==> src/rtl/panel_pkg.sv <==
// Shared constants and encodings for the ledpanel write scheduler.
// Covers the FSM states, requester ids, fill channel mask and panel sizing helper.
package panel_pkg;

    typedef enum logic {
        S_ARB  = 1'b0,
        S_FILL = 1'b1
    } panel_state_e;

    localparam logic REQ_A = 1'b0;
    localparam logic REQ_B = 1'b1;

    localparam logic [3:0] FILL_WR = 4'b0111;

    // One panel is 64 rows by 64 columns of pixels.
    function automatic int unsigned words_of(input int unsigned chained);
        return chained * 32'd4096;
    endfunction

endpackage

==> src/rtl/rr_arbiter2.sv <==
// Two-way round-robin arbiter with a one-hot grant output.
// rr_ptr names the side that wins the next tie.
module rr_arbiter2
    import panel_pkg::*;
(
    input  logic       ctrl_clk,
    input  logic       reset,
    input  logic [1:0] req,
    input  logic       enable,
    output logic [1:0] grant,
    output logic       rr_ptr
);

    // Grant selection: a single requester always wins, ties go to rr_ptr.
    always_comb begin
        grant = 2'b00;
        if (!enable) begin
            grant = 2'b00;
        end else if (req == 2'b11) begin
            grant = (rr_ptr == REQ_B) ? 2'b10 : 2'b01;
        end else begin
            grant = req;
        end
    end

    // Priority pointer: hand priority to the side that was not just served.
    always_ff @(posedge ctrl_clk or posedge reset) begin
        if (reset) begin
            rr_ptr <= REQ_A;
        end else if (grant[0]) begin
            rr_ptr <= REQ_B;
        end else if (grant[1]) begin
            rr_ptr <= REQ_A;
        end else begin
            rr_ptr <= rr_ptr;
        end
    end

endmodule

==> src/rtl/panel_write_scheduler.sv <==
// Sole master of the ledpanel video-memory write port: arbitrates requesters A/B
// and runs a full-panel fill engine that owns the port while active.
module panel_write_scheduler
    import panel_pkg::*;
#(
    parameter int CHAINED  = 2,
    parameter int OOB_BITS = 8
) (
    input  logic                ctrl_clk,
    input  logic                reset,
    input  logic                a_valid,
    output logic                a_ready,
    input  logic [3:0]          a_wr,
    input  logic [15:0]         a_addr,
    input  logic [23:0]         a_wdat,
    input  logic                b_valid,
    output logic                b_ready,
    input  logic [3:0]          b_wr,
    input  logic [15:0]         b_addr,
    input  logic [23:0]         b_wdat,
    input  logic                fill_start,
    input  logic [23:0]         fill_color,
    output logic                fill_busy,
    output logic                fill_done,
    output logic                ctrl_en,
    output logic [3:0]          ctrl_wr,
    output logic [15:0]         ctrl_addr,
    output logic [23:0]         ctrl_wdat,
    output logic [OOB_BITS-1:0] oob_count
);

    localparam int unsigned WORDS = words_of(CHAINED);
    localparam logic [16:0] WORDS_C = 17'(WORDS);
    localparam logic [OOB_BITS-1:0] OOB_MAX = {OOB_BITS{1'b1}};
    localparam logic [OOB_BITS-1:0] OOB_ONE = {{(OOB_BITS-1){1'b0}}, 1'b1};

    panel_state_e  state_r, state_s;
    logic [16:0]   fill_cnt_r, fill_cnt_s;
    logic [23:0]   fill_color_r, fill_color_s;
    logic [1:0]    grant_s;
    logic          rr_ptr_s;
    logic          arb_en_s;
    logic          sel_b_s;
    logic [3:0]    req_wr_s;
    logic [15:0]   req_addr_s;
    logic [23:0]   req_wdat_s;
    logic          en_s;
    logic [3:0]    wr_s;
    logic [15:0]   addr_s;
    logic [23:0]   wdat_s;
    logic          done_s;
    logic [OOB_BITS-1:0] oob_s;

    assign arb_en_s  = (state_r == S_ARB) && !fill_start;
    assign a_ready   = grant_s[0];
    assign b_ready   = grant_s[1];
    assign fill_busy = (state_r == S_FILL);

    rr_arbiter2 u_arb (
        .ctrl_clk (ctrl_clk),
        .reset    (reset),
        .req      ({b_valid, a_valid}),
        .enable   (arb_en_s),
        .grant    (grant_s),
        .rr_ptr   (rr_ptr_s)
    );

    // Payload mux: on a tie the winner is whichever side rr_ptr favours.
    always_comb begin
        sel_b_s = 1'b0;
        if (a_valid && b_valid) begin
            sel_b_s = rr_ptr_s;
        end else begin
            sel_b_s = grant_s[1];
        end
        req_wr_s   = sel_b_s ? b_wr   : a_wr;
        req_addr_s = sel_b_s ? b_addr : a_addr;
        req_wdat_s = sel_b_s ? b_wdat : a_wdat;
    end

    // Next-state and next-output logic; the first fill word is issued on the start cycle.
    always_comb begin
        state_s      = state_r;
        fill_cnt_s   = fill_cnt_r;
        fill_color_s = fill_color_r;
        en_s         = 1'b0;
        wr_s         = ctrl_wr;
        addr_s       = ctrl_addr;
        wdat_s       = ctrl_wdat;
        done_s       = 1'b0;
        oob_s        = oob_count;
        case (state_r)
            S_ARB: begin
                if (fill_start) begin
                    state_s      = S_FILL;
                    fill_color_s = fill_color;
                    fill_cnt_s   = 17'd1;
                    en_s         = 1'b1;
                    wr_s         = FILL_WR;
                    addr_s       = 16'd0;
                    wdat_s       = fill_color;
                end else if (grant_s != 2'b00) begin
                    if ({1'b0, req_addr_s} >= WORDS_C) begin
                        oob_s = (oob_count == OOB_MAX) ? oob_count : oob_count + OOB_ONE;
                    end else begin
                        en_s   = 1'b1;
                        wr_s   = req_wr_s;
                        addr_s = req_addr_s;
                        wdat_s = req_wdat_s;
                    end
                end else begin
                    en_s = 1'b0;
                end
            end
            S_FILL: begin
                // Counter reaching WORDS means the last word is already on the port.
                if (fill_cnt_r == WORDS_C) begin
                    state_s = S_ARB;
                    done_s  = 1'b1;
                end else begin
                    en_s       = 1'b1;
                    wr_s       = FILL_WR;
                    addr_s     = fill_cnt_r[15:0];
                    wdat_s     = fill_color_r;
                    fill_cnt_s = fill_cnt_r + 17'd1;
                end
            end
            default: begin
                state_s = S_ARB;
            end
        endcase
    end

    // State, fill engine and registered port outputs.
    always_ff @(posedge ctrl_clk or posedge reset) begin
        if (reset) begin
            state_r      <= S_ARB;
            fill_cnt_r   <= 17'd0;
            fill_color_r <= 24'd0;
            ctrl_en      <= 1'b0;
            ctrl_wr      <= 4'd0;
            ctrl_addr    <= 16'd0;
            ctrl_wdat    <= 24'd0;
            fill_done    <= 1'b0;
            oob_count    <= {OOB_BITS{1'b0}};
        end else begin
            state_r      <= state_s;
            fill_cnt_r   <= fill_cnt_s;
            fill_color_r <= fill_color_s;
            ctrl_en      <= en_s;
            ctrl_wr      <= wr_s;
            ctrl_addr    <= addr_s;
            ctrl_wdat    <= wdat_s;
            fill_done    <= done_s;
            oob_count    <= oob_s;
        end
    end

endmodule

==> config.mk <==
export PLATFORM = sky130hd
export DESIGN_NAME = panel_write_scheduler
export DESIGN_NICKNAME = d
export VERILOG_FILES = /design/src/rtl/panel_pkg.sv /design/src/rtl/rr_arbiter2.sv /design/src/rtl/panel_write_scheduler.sv
export SDC_FILE = /design/constraint.sdc
export NUM_CORES = 1
export LEC_CHECK = 0
export ABC_AREA = 1
export BUFFER_PORTS_ARGS = -buffer_cell sky130_fd_sc_hd__buf_2
export CORE_MARGIN = 3
export CORE_UTILIZATION = 46
export DETAILED_ROUTE_END_ITERATION = 10
export GPL_TIMING_DRIVEN = 0
export PLACE_DENSITY = 0.79
export SYNTH_ARGS = -nofsm -noshare
export SYNTH_HDL_FRONTEND = slang
export SYNTH_SLANG_ARGS = --single-unit
export TNS_END_PERCENT = 1
==> constraint.sdc <==
create_clock -name ctrl_clk -period 3.1 [get_ports ctrl_clk]
set_input_delay 0.465 -clock ctrl_clk [delete_from_list [all_inputs] [get_ports ctrl_clk]]
set_output_delay 0.465 -clock ctrl_clk [all_outputs]
set_load 0.01 [all_outputs]
==> summary.txt, run 1 <==
DIE
---------------------------------------------------------------------------------
Overall die area                                                       12500 um^2
Die outline width                                                          112 um
Floorplan row count                                                            38
Core Box Area                                                          10900 um^2
Starting Density                                                            47.3%
IO Pins                                                                       174
Die height                                                                 112 um

YOSYS
---------------------------------------------------------------------------------
Portion of synthesized cell area occupied by the leading cell type          46.9%
Number of distinct library cells after synthesis                               31
Synth Register Bits                                                            97
Most area-hungry cell type in the Yosys netlist                      sky130_fd_sc_hd__dfrtp_1
Dominant cells by area after synthesis                               sky130_fd_sc_hd__dfrtp_1 (47%), sky130_fd_sc_hd__nand2_1 (18%), sky130_fd_sc_hd__nand3_1 (8.4%), sky130_fd_sc_hd__nor2_1 (5.4%), sky130_fd_sc_hd__o21ai_0 (4.9%)
Nets in the synthesized netlist                                               820
Sequential area share after synthesis                                       46.9%
Warnings from Yosys                                                             0
Gate count after technology mapping                                           700
Syn_area_per_cell                                                       7.39 um^2
Synthesized cell area                                                   5170 um^2

POWER AND IR DROP
---------------------------------------------------------------------------------
Maximum vdd drop                                                         0.254 mV
Leakage Power                                                             3.62 nW
Power density relative to cell area                                   410 nW/um^2

DETAILED ROUTING
---------------------------------------------------------------------------------
Number of DRC violations after detailed-routing iteration 0                   470
Per-cell via count in the routed design                                      5.07
Detailed-route wire length per cell                                       14.6 um
Iteration count of the initial detailed-routing pass                            5
Total vias in the final route                                                5226
DRC                                                                             0
Total wirelength of the detailed-routed design                           15000 um
Detail Route Antenna Nets                                                       0

FLOW RUN
---------------------------------------------------------------------------------
Max-cap check violation count                                                   0

CRITICAL PATH
---------------------------------------------------------------------------------
Capturing instance or port of the critical path                      ctrl_wdat[23]
Kind of critical path                                                flip-flop to flip-flop
CP required                                                               3330 ps
Maximum cell stage delay along the critical path                           370 ps
Kind of start point of the critical path                                flip-flop
Count of cells along the worst register-to-register path                       10
Top cell family by delay on the critical path                        simple AND/OR/NAND/NOR gates
Start point of the critical path                                        fill_busy
Cell with the largest stage delay on the worst path                  sky130_fd_sc_hd__dfrtp_1
CP bufs+invs                                                                    3
Data arrival time at the worst-slack endpoint                             2440 ps
Cells along the critical path                                        buf_2 -> nor2_4 -> nand3_4 -> nand2_4 -> inv_1 -> clkbuf_1 -> o21ai_0 -> nand3_1 -> nand2_1 -> nand2_1
Type of destination of the critical path                                flip-flop
R2R setup slack                                                            890 ps
Cell depth of the worst setup path                                             10
Capture point of the worst reg-to-reg path                           ctrl_wdat[23]
Most frequent cell on the critical path                              sky130_fd_sc_hd__nand2_1
Startpoint of the worst-slack reg-to-reg timing path                    fill_busy
Worst-path maximum fanout                                                      10

CLOCK TREE
---------------------------------------------------------------------------------
Post CTS Setup Buffer Count                                                     0
Clock network latency to the later pin of the worst-skew pair              340 ps
CTS Root Buffer Type                                                 sky130_fd_sc_hd__clkbuf_16
H-tree lvl count                                                                3
TritonCTS clock tree                                                         done
Number of buffers inserted by hold repair at cts                                0
Worst-path clk slew                                                         60 ps
Maximum clock insertion buffer count                                            2
# clock sinks                                                                  97
Inserted Clock Buffers                                                          9
Cts repair resizes                                                              0

MIN PATH
---------------------------------------------------------------------------------
Hold crit path type                                                  input port to asynchronous set/reset pin

STA
---------------------------------------------------------------------------------
Final Max Tran Viols                                                            0
Final number of setup-violating endpoints                                       0
Unrepaired setup endpoints after global routing                             false
Setup skew after layout                                                   4.27 ps
Actual transition at the worst max-transition pin                          744 ps
Final number of hold-violating endpoints                                        0
Achievable frequency                                                      452 MHz
Hold Slack                                                                 252 ps
Tcrit/Tclk final                                                            71.3%
Min Clock Period, post-route                                              2210 ps
Worst-case headroom to the max-slew limit                                   50.4%
Total negative setup slack                                                   0 ps

LAYOUT
---------------------------------------------------------------------------------
Most common cell after layout, fill and taps aside                   sky130_fd_sc_hd__nand2_1
Highest-count cells in the layout ignoring fill and taps             sky130_fd_sc_hd__nand2_1 (251), sky130_fd_sc_hd__buf_2 (187), sky130_fd_sc_hd__dfrtp_1 (97), sky130_fd_sc_hd__nand3_1 (87), sky130_fd_sc_hd__nor2_1 (75)
Non-Filler Instances                                                         1030
Nets                                                                         1005
Antenna diode count                                                             0
Area growth, synth to finish                                                26.5%
Cell area after layout                                                  6540 um^2
Share of post-route cells with drive strength above 1                       24.5%

GRT
---------------------------------------------------------------------------------
Global-route wire length before repair                                   25200 um
GRT Total Usage                                                             24.6%
Largest net degree at the start of global routing                              59
GR Overflow Total                                                               0
Via count of the first global-routing pass                                   5153
Antenna violations before repair                                                0

PLACEMENT
---------------------------------------------------------------------------------
Gpl congestion                                                              0.869
Total cell area at the placement stage                                  6230 um^2
Number of placed instances with taps included                                1014
Half-perimeter wire length after detailed placement                      11300 um
Number of buffers inserted by port buffering                                  173

RUN STATUS
---------------------------------------------------------------------------------
Run status                                                           complete, no violations

[through the flow]
step                power (mW)  util [%]  worst slack [ps]
CTS                       2.71      59.8               824
finish                    2.68      59.8               890
global route              2.80      59.8               738
detailed placement        1.56      57.0               839
floorplan                 1.44         -               101
global placement          1.55      56.8             -1130
[layout make-up]
type	instances	area, um^2
Fill cell	1066	4390
Sequential cell	97	2430
Multi-Input combinational cell	530	2420
Timing Repair Buffer	174	886
Clock buffer	14	274
Buffer	36	186
Tap cell	140	175
Inverter	37	141
Clock inverter	2	35.0
[state kept, by name, summed over array words and instances, names as in the netlist]
name and cells:
ctrl_addr 16, ctrl_en 1, ctrl_wdat 24, ctrl_wr 4, fill_busy 1, fill_cnt_r 17
fill_color_r 24, fill_done 1, oob_count 8, u_arb.rr_ptr 1
[power breakdown]
group | switching [mW] | internal, mW | total, mW
sequential | 0.0183 | 1.30 | 1.32
combinational | 0.122 | 0.0985 | 0.220
clock | 0.456 | 0.691 | 1.15
total | 0.596 | 2.09 | 2.68
[cell usage after synthesis, drive strengths merged]
library cell	count
nand2	254
dfrtp	97
nand3	88
nor2	77
o21ai	52
inv	35
buf	20
o22ai	20
clkbuf	16
nand4	12
xor2	9
nor3	6
xnor2	4
ha	3
clkinv	2
a21oi	1
nand3b	1
o211ai	1
o21a	1
o21bai	1
[per-layer routing]
layer / vias up / track usage [%] / share of wire (%)
met5: - / 0 / 0
met4: 0 / 7.37 / 1.7
met3: 18 / 5.01 / 8.3
met2: 219 / 40.1 / 46
met1: 2344 / 33.5 / 44
li1: 2645 / - / -
[worst min-delay path by stage]
stage	startpoint	slack, ps	cells past startpoint	end
after floorplan	fill_color_r[23]	440	2	fill_color_r[23]
after global placement	fill_color_r[23]	450	2	fill_color_r[23]
after detailed placement	fill_color_r[22]	460	2	fill_color_r[22]
after CTS	reset	290	2	ctrl_wdat[2]
after global routing	reset	310	2	oob_count[1]
final	reset	250	2	oob_count[2]
[kinds of logic (layout without fill, tap and decap cells)]
logic type      count (synthesis)  after routing  synth area share (%)
compound gates                 76             76                  8.06
flops                          97             97                  46.9
simple gates                  438            438                  35.8
fa+ha+maj                       3              3                 0.726
buf+inv                        73            263                  6.29
xor+xnor                       13             13                  2.20
(Power assumes the default switching activity.)
==> inputs of run 2 (changes only) <==
--- a/config.mk
+++ b/config.mk
@@ -5,7 +5,7 @@
 export SDC_FILE = /design/constraint.sdc
 export NUM_CORES = 1
 export LEC_CHECK = 0
-export ABC_AREA = 1
+export ABC_AREA = 0
 export BUFFER_PORTS_ARGS = -buffer_cell sky130_fd_sc_hd__buf_2
 export CORE_MARGIN = 3
 export CORE_UTILIZATION = 46
==> constraint.sdc (replaced) <==
create_clock -name ctrl_clk -period 1.8 [get_ports ctrl_clk]
set_input_delay 0.27 -clock ctrl_clk [delete_from_list [all_inputs] [get_ports ctrl_clk]]
set_output_delay 0.27 -clock ctrl_clk [all_outputs]
set_load 0.01 [all_outputs]
==> run 2 against run 1 <==
Net effect:
- count of clock-buffer cells in the layout shrank 3
- cell count shrank 13%
- maximum frequency grew 17%
- the run now ends with negative setup slack left
==> summary.txt, run 2 <==
RUN STATUS
---------------------------------------------------------------------------------
Run status                                                           finished, violations left   was complete, no violations
Violated checks                                                      negative setup slack

CLOCK TREE
---------------------------------------------------------------------------------
H-tree lvl count                                                                3   unchanged
Worst-path clk slew                                                         70 ps   was 60 ps
TritonCTS clock tree                                                         done   unchanged
Inserted Clock Buffers                                                          9   unchanged
# clock sinks                                                                  97   unchanged
Maximum clock insertion buffer count                                            2   unchanged
CTS Root Buffer Type                                                 sky130_fd_sc_hd__clkbuf_16   unchanged
Clock network latency to the later pin of the worst-skew pair              340 ps   about the same

DETAILED ROUTING
---------------------------------------------------------------------------------
Detailed-route wire length per cell                                       17.8 um   was 14.6 um
Per-cell via count in the routed design                                      5.54   was 5.07
DRC                                                                             0   unchanged
Detail Route Antenna Nets                                                       0   unchanged
Number of DRC violations after detailed-routing iteration 0                   457   was 470
Total vias in the final route                                                4969   was 5226
Total wirelength of the detailed-routed design                           16000 um   was 15000 um
Iteration count of the initial detailed-routing pass                            4   was 5

CRITICAL PATH
---------------------------------------------------------------------------------
Kind of start point of the critical path                                flip-flop   unchanged
Count of cells along the worst register-to-register path                        9   was 10
Startpoint of the worst-slack reg-to-reg timing path                 fill_cnt_r[1]   was fill_busy
CP required                                                               2070 ps   was 3330 ps
Cells along the critical path                                        inv_2 -> ha_4 -> nor4bb_4 -> and4_4 -> a22oi_4 -> buf_8 -> buf_4 -> buf_12 -> a21oi_1   was buf_2 -> nor2_4 -> nand3_4 -> nand2_4 -> inv_1 -> clkbuf_1 -> o21ai_0 -> nand3_1 -> nand2_1 -> nand2_1
Top cell family by delay on the critical path                        buffers and inverters   was simple AND/OR/NAND/NOR gates
Worst-path maximum fanout                                                      10   unchanged
Type of destination of the critical path                                flip-flop   unchanged
CP bufs+invs                                                                    4   was 3
Kind of critical path                                                flip-flop to flip-flop   unchanged
Capture point of the worst reg-to-reg path                           ctrl_addr[0]   was ctrl_wdat[23]
R2R setup slack                                                            -90 ps   was 890 ps
Data arrival time at the worst-slack endpoint                             2150 ps   was 2440 ps
Cell with the largest stage delay on the worst path                  sky130_fd_sc_hd__dfrtp_1   unchanged
Maximum cell stage delay along the critical path                           410 ps   was 370 ps

GRT
---------------------------------------------------------------------------------
Routing usage on met1                                                       34.0%   was 33.5%
Grt peak-use layer                                                           met2   unchanged
GR Layer Usage met2                                                         41.1%   was 40.1%
GR met3 Demand/Resource                                                     5.07%   was 5.01%
GR Overflow Total                                                               0   unchanged
Largest net degree at the start of global routing                              38   was 59
Antenna violations before repair                                                0   unchanged
GRT Total Usage                                                             25.1%   was 24.6%
Global-route wire length before repair                                   25300 um   was 25200 um
Via count of the first global-routing pass                                   4952   was 5153

STA
---------------------------------------------------------------------------------
Tcrit/Tclk final                                                             105%   was 71.3%
Achievable frequency                                                      530 MHz   was 452 MHz
Final number of hold-violating endpoints                                        0   unchanged
Final number of setup-violating endpoints                                      38   was 0
Final Max Tran Viols                                                            0   unchanged
Worst-case headroom to the max-slew limit                                   50.3%   was 50.4%
Setup skew after layout                                                   5.20 ps   was 4.27 ps
Unrepaired setup endpoints after global routing                              true   was false
Worst Slack Setup Final                                                  -87.7 ps   was 890 ps
Actual transition at the worst max-transition pin                          744 ps   about the same
Min Clock Period, post-route                                              1890 ps   was 2210 ps

YOSYS
---------------------------------------------------------------------------------
Number of distinct library cells after synthesis                               51   was 31
Nets in the synthesized netlist                                               678   was 820
Synthesized cell area                                                   5180 um^2   was 5170 um^2
Async set or reset register ratio after synthesis                            100%   unchanged
Warnings from Yosys                                                             0   unchanged
Portion of synthesized cell area occupied by the leading cell type          46.8%   was 46.9%
Syn_area_per_cell                                                       9.29 um^2   was 7.39 um^2
Gate count after technology mapping                                           558   was 700
Dominant cells by area after synthesis                               sky130_fd_sc_hd__dfrtp_1 (47%), sky130_fd_sc_hd__mux2_2 (8.0%), sky130_fd_sc_hd__o21ai_0 (5.4%), sky130_fd_sc_hd__nand2_1 (5.0%), sky130_fd_sc_hd__a31oi_1 (3.6%)   was sky130_fd_sc_hd__dfrtp_1 (47%), sky130_fd_sc_hd__nand2_1 (18%), sky130_fd_sc_hd__nand3_1 (8.4%), sky130_fd_sc_hd__nor2_1 (5.4%), sky130_fd_sc_hd__o21ai_0 (4.9%)
Commonest cells in the synthesized netlist                           sky130_fd_sc_hd__dfrtp_1 (97), sky130_fd_sc_hd__nand2_1 (69), sky130_fd_sc_hd__o21ai_0 (56), sky130_fd_sc_hd__nor2_1 (46), sky130_fd_sc_hd__mux2_2 (37)   was sky130_fd_sc_hd__nand2_1 (251), sky130_fd_sc_hd__dfrtp_1 (97), sky130_fd_sc_hd__nand3_1 (87), sky130_fd_sc_hd__nor2_1 (75), sky130_fd_sc_hd__o21ai_0 (51)
Cell with the most instances after synthesis                         sky130_fd_sc_hd__dfrtp_1   was sky130_fd_sc_hd__nand2_1
Number of flops mapped to enable cells by yosys                                 0   unchanged
Most area-hungry cell type in the Yosys netlist                      sky130_fd_sc_hd__dfrtp_1   unchanged
Sequential area share after synthesis                                       46.8%   was 46.9%
Predominant post-synthesis flop cell                                 sky130_fd_sc_hd__dfrtp_1   unchanged
Synth Register Bits                                                            97   unchanged

LAYOUT
---------------------------------------------------------------------------------
Top flop regs                                                        ctrl_wdat: 24 flops, fill_color_r: 24 flops, fill_cnt_r: 17 flops   unchanged
Area of combinational cells with multiple inputs                        2570 um^2   was 2420 um^2
Register cell area after layout                                         2430 um^2   unchanged
Nets                                                                          873   was 1005
Fillers                                                                       939   was 1066
Core occupancy in the finished layout                                       62.9%   was 59.8%
Antenna diode count                                                             0   unchanged
Most common cell after layout, fill and taps aside                   sky130_fd_sc_hd__buf_2   was sky130_fd_sc_hd__nand2_1
Highest-count cells in the layout ignoring fill and taps             sky130_fd_sc_hd__buf_2 (175), sky130_fd_sc_hd__dfrtp_1 (97), sky130_fd_sc_hd__nand2_1 (69), sky130_fd_sc_hd__o21ai_0 (54), sky130_fd_sc_hd__nor2_1 (38)   was sky130_fd_sc_hd__nand2_1 (251), sky130_fd_sc_hd__buf_2 (187), sky130_fd_sc_hd__dfrtp_1 (97), sky130_fd_sc_hd__nand3_1 (87), sky130_fd_sc_hd__nor2_1 (75)
Area growth, synth to finish                                                32.7%   was 26.5%
Share of post-route cells with drive strength above 1                       39.4%   was 24.5%

DIE
---------------------------------------------------------------------------------
Core Box Area                                                          10900 um^2   unchanged
Floorplan row count                                                            38   unchanged
Die height                                                                 112 um   about the same
Starting Density                                                            47.4%   was 47.3%
Overall die area                                                       12600 um^2   was 12500 um^2
Die outline width                                                          112 um   about the same
IO Pins                                                                       174   unchanged

PLACEMENT
---------------------------------------------------------------------------------
Half-perimeter wire length after detailed placement                      11300 um   about the same
Gpl congestion                                                              0.878   was 0.869
Number of buffers inserted by port buffering                                  171   was 173

POWER AND IR DROP
---------------------------------------------------------------------------------
Power density relative to cell area                                   932 nW/um^2   was 410 nW/um^2
Tot Pwr                                                                   6.41 mW   was 2.68 mW
Maximum vdd drop                                                         0.440 mV   was 0.254 mV
Leakage Power                                                             3.35 nW   was 3.62 nW

FLOW RUN
---------------------------------------------------------------------------------
Max-cap check violation count                                                   0   unchanged

MIN PATH
---------------------------------------------------------------------------------
Hold crit path type                                                  input port to asynchronous set/reset pin   unchanged

-- run 2: cell types whose count changed in the layout (fill, tap and decap cells not counted), moves of 11 or more --
cell	before	now
sky130_fd_sc_hd__a31oi_1	0	29
sky130_fd_sc_hd__a21oi_1	1	29
sky130_fd_sc_hd__xnor2_1	4	15
sky130_fd_sc_hd__nor2_1	75	38
sky130_fd_sc_hd__nand3_1	87	10
sky130_fd_sc_hd__o22ai_1	20	3
sky130_fd_sc_hd__buf_4	1	13
sky130_fd_sc_hd__mux2_2	0	37
sky130_fd_sc_hd__buf_2	187	175
sky130_fd_sc_hd__a22oi_1	0	13
sky130_fd_sc_hd__nand2_1	251	69
-- run 2: how the worst max path moves through the flow --
stage                              from             to  cells past startpoint
after floorplan           fill_cnt_r[0]  ctrl_addr[13]                      7
after global placement            reset        ctrl_en                      2
after detailed placement   u_arb.rr_ptr  ctrl_wdat[15]                      6
after CTS                 fill_cnt_r[1]  ctrl_addr[13]                      7
after global routing      fill_cnt_r[1]  ctrl_addr[13]                      8
final                     fill_cnt_r[1]   ctrl_addr[0]                      9
-- run 2: through the flow --
stage | cells | TNS (ps) | cell area (um^2) | worst slack, ps | hold WS [ps]
finish | 897 | -1380 | 6880 | -87.7 | 43.7
global route | 897 | -6020 | 6880 | -162 | 95.4
CTS | 887 | -5640 | 6610 | -174 | 67.2
detailed placement | 871 | -9610 | 6260 | -265 | 433
global placement | 869 | -33930 | 6220 | -280 | 461
floorplan | 558 | 0 | 5190 | 42.9 | 421
-- run 2: cells by family after synthesis --
family	count (synthesis)	share of synthesized area [%]
buf+inv	73	6.47
flops	97	46.8
fa+ha+maj	3	0.724
compound gates	156	17.8
xor+xnor	19	3.21
simple gates	165	15.0
mux	45	9.97
-- run 2: routing by layer --
layer  up-vias  wire length [um]
li1       2319                 -
met1      2404              6720
met2       221              7840
met3        25              1140
met4         0               285
met5         -                 0
-- run 2: area by class of cell --
cell class                      instances  area share (%)
Sequential cell                        97            35.3
Multi-Input combinational cell        388            37.4
Tap cell                              140            2.55
Buffer                                 40            4.04
Clock buffer                           11            3.68
Timing Repair Buffer                  184            14.5
Clock inverter                          4           0.746
Inverter                               33            1.86
-- run 2: power breakdown --
group	internal [mW]	leakage (nW)	switching (mW)
clock	1.15	0.148	0.841
sequential	2.53	1.22	0.346
combinational	0.771	1.98	0.773
-- run 2: worst register-to-register path, delay by kind of cell, from the launching register on --
kind                       cells  cell delay (ps)
buffers and inverters          4              540
DFF                            1              410
AOI/OAI and AO/OA              2              240
adders and majority gates      1              130
and+or+nand+nor                2              480
-- run 2: what timing repair did --
| action | 4_1_cts | 5_1_grt |
|---|---|---|
| endpoints found under the setup margin | 61 | 72 |
| resized for setup | 12 | 56 |
| gates cloned | 0 | 0 |
| hold endpoints to repair | 0 | 0 |
| pin swaps | 4 | 7 |
| setup buffers | 1 | 10 |
| hold buffers | 0 | 0 |
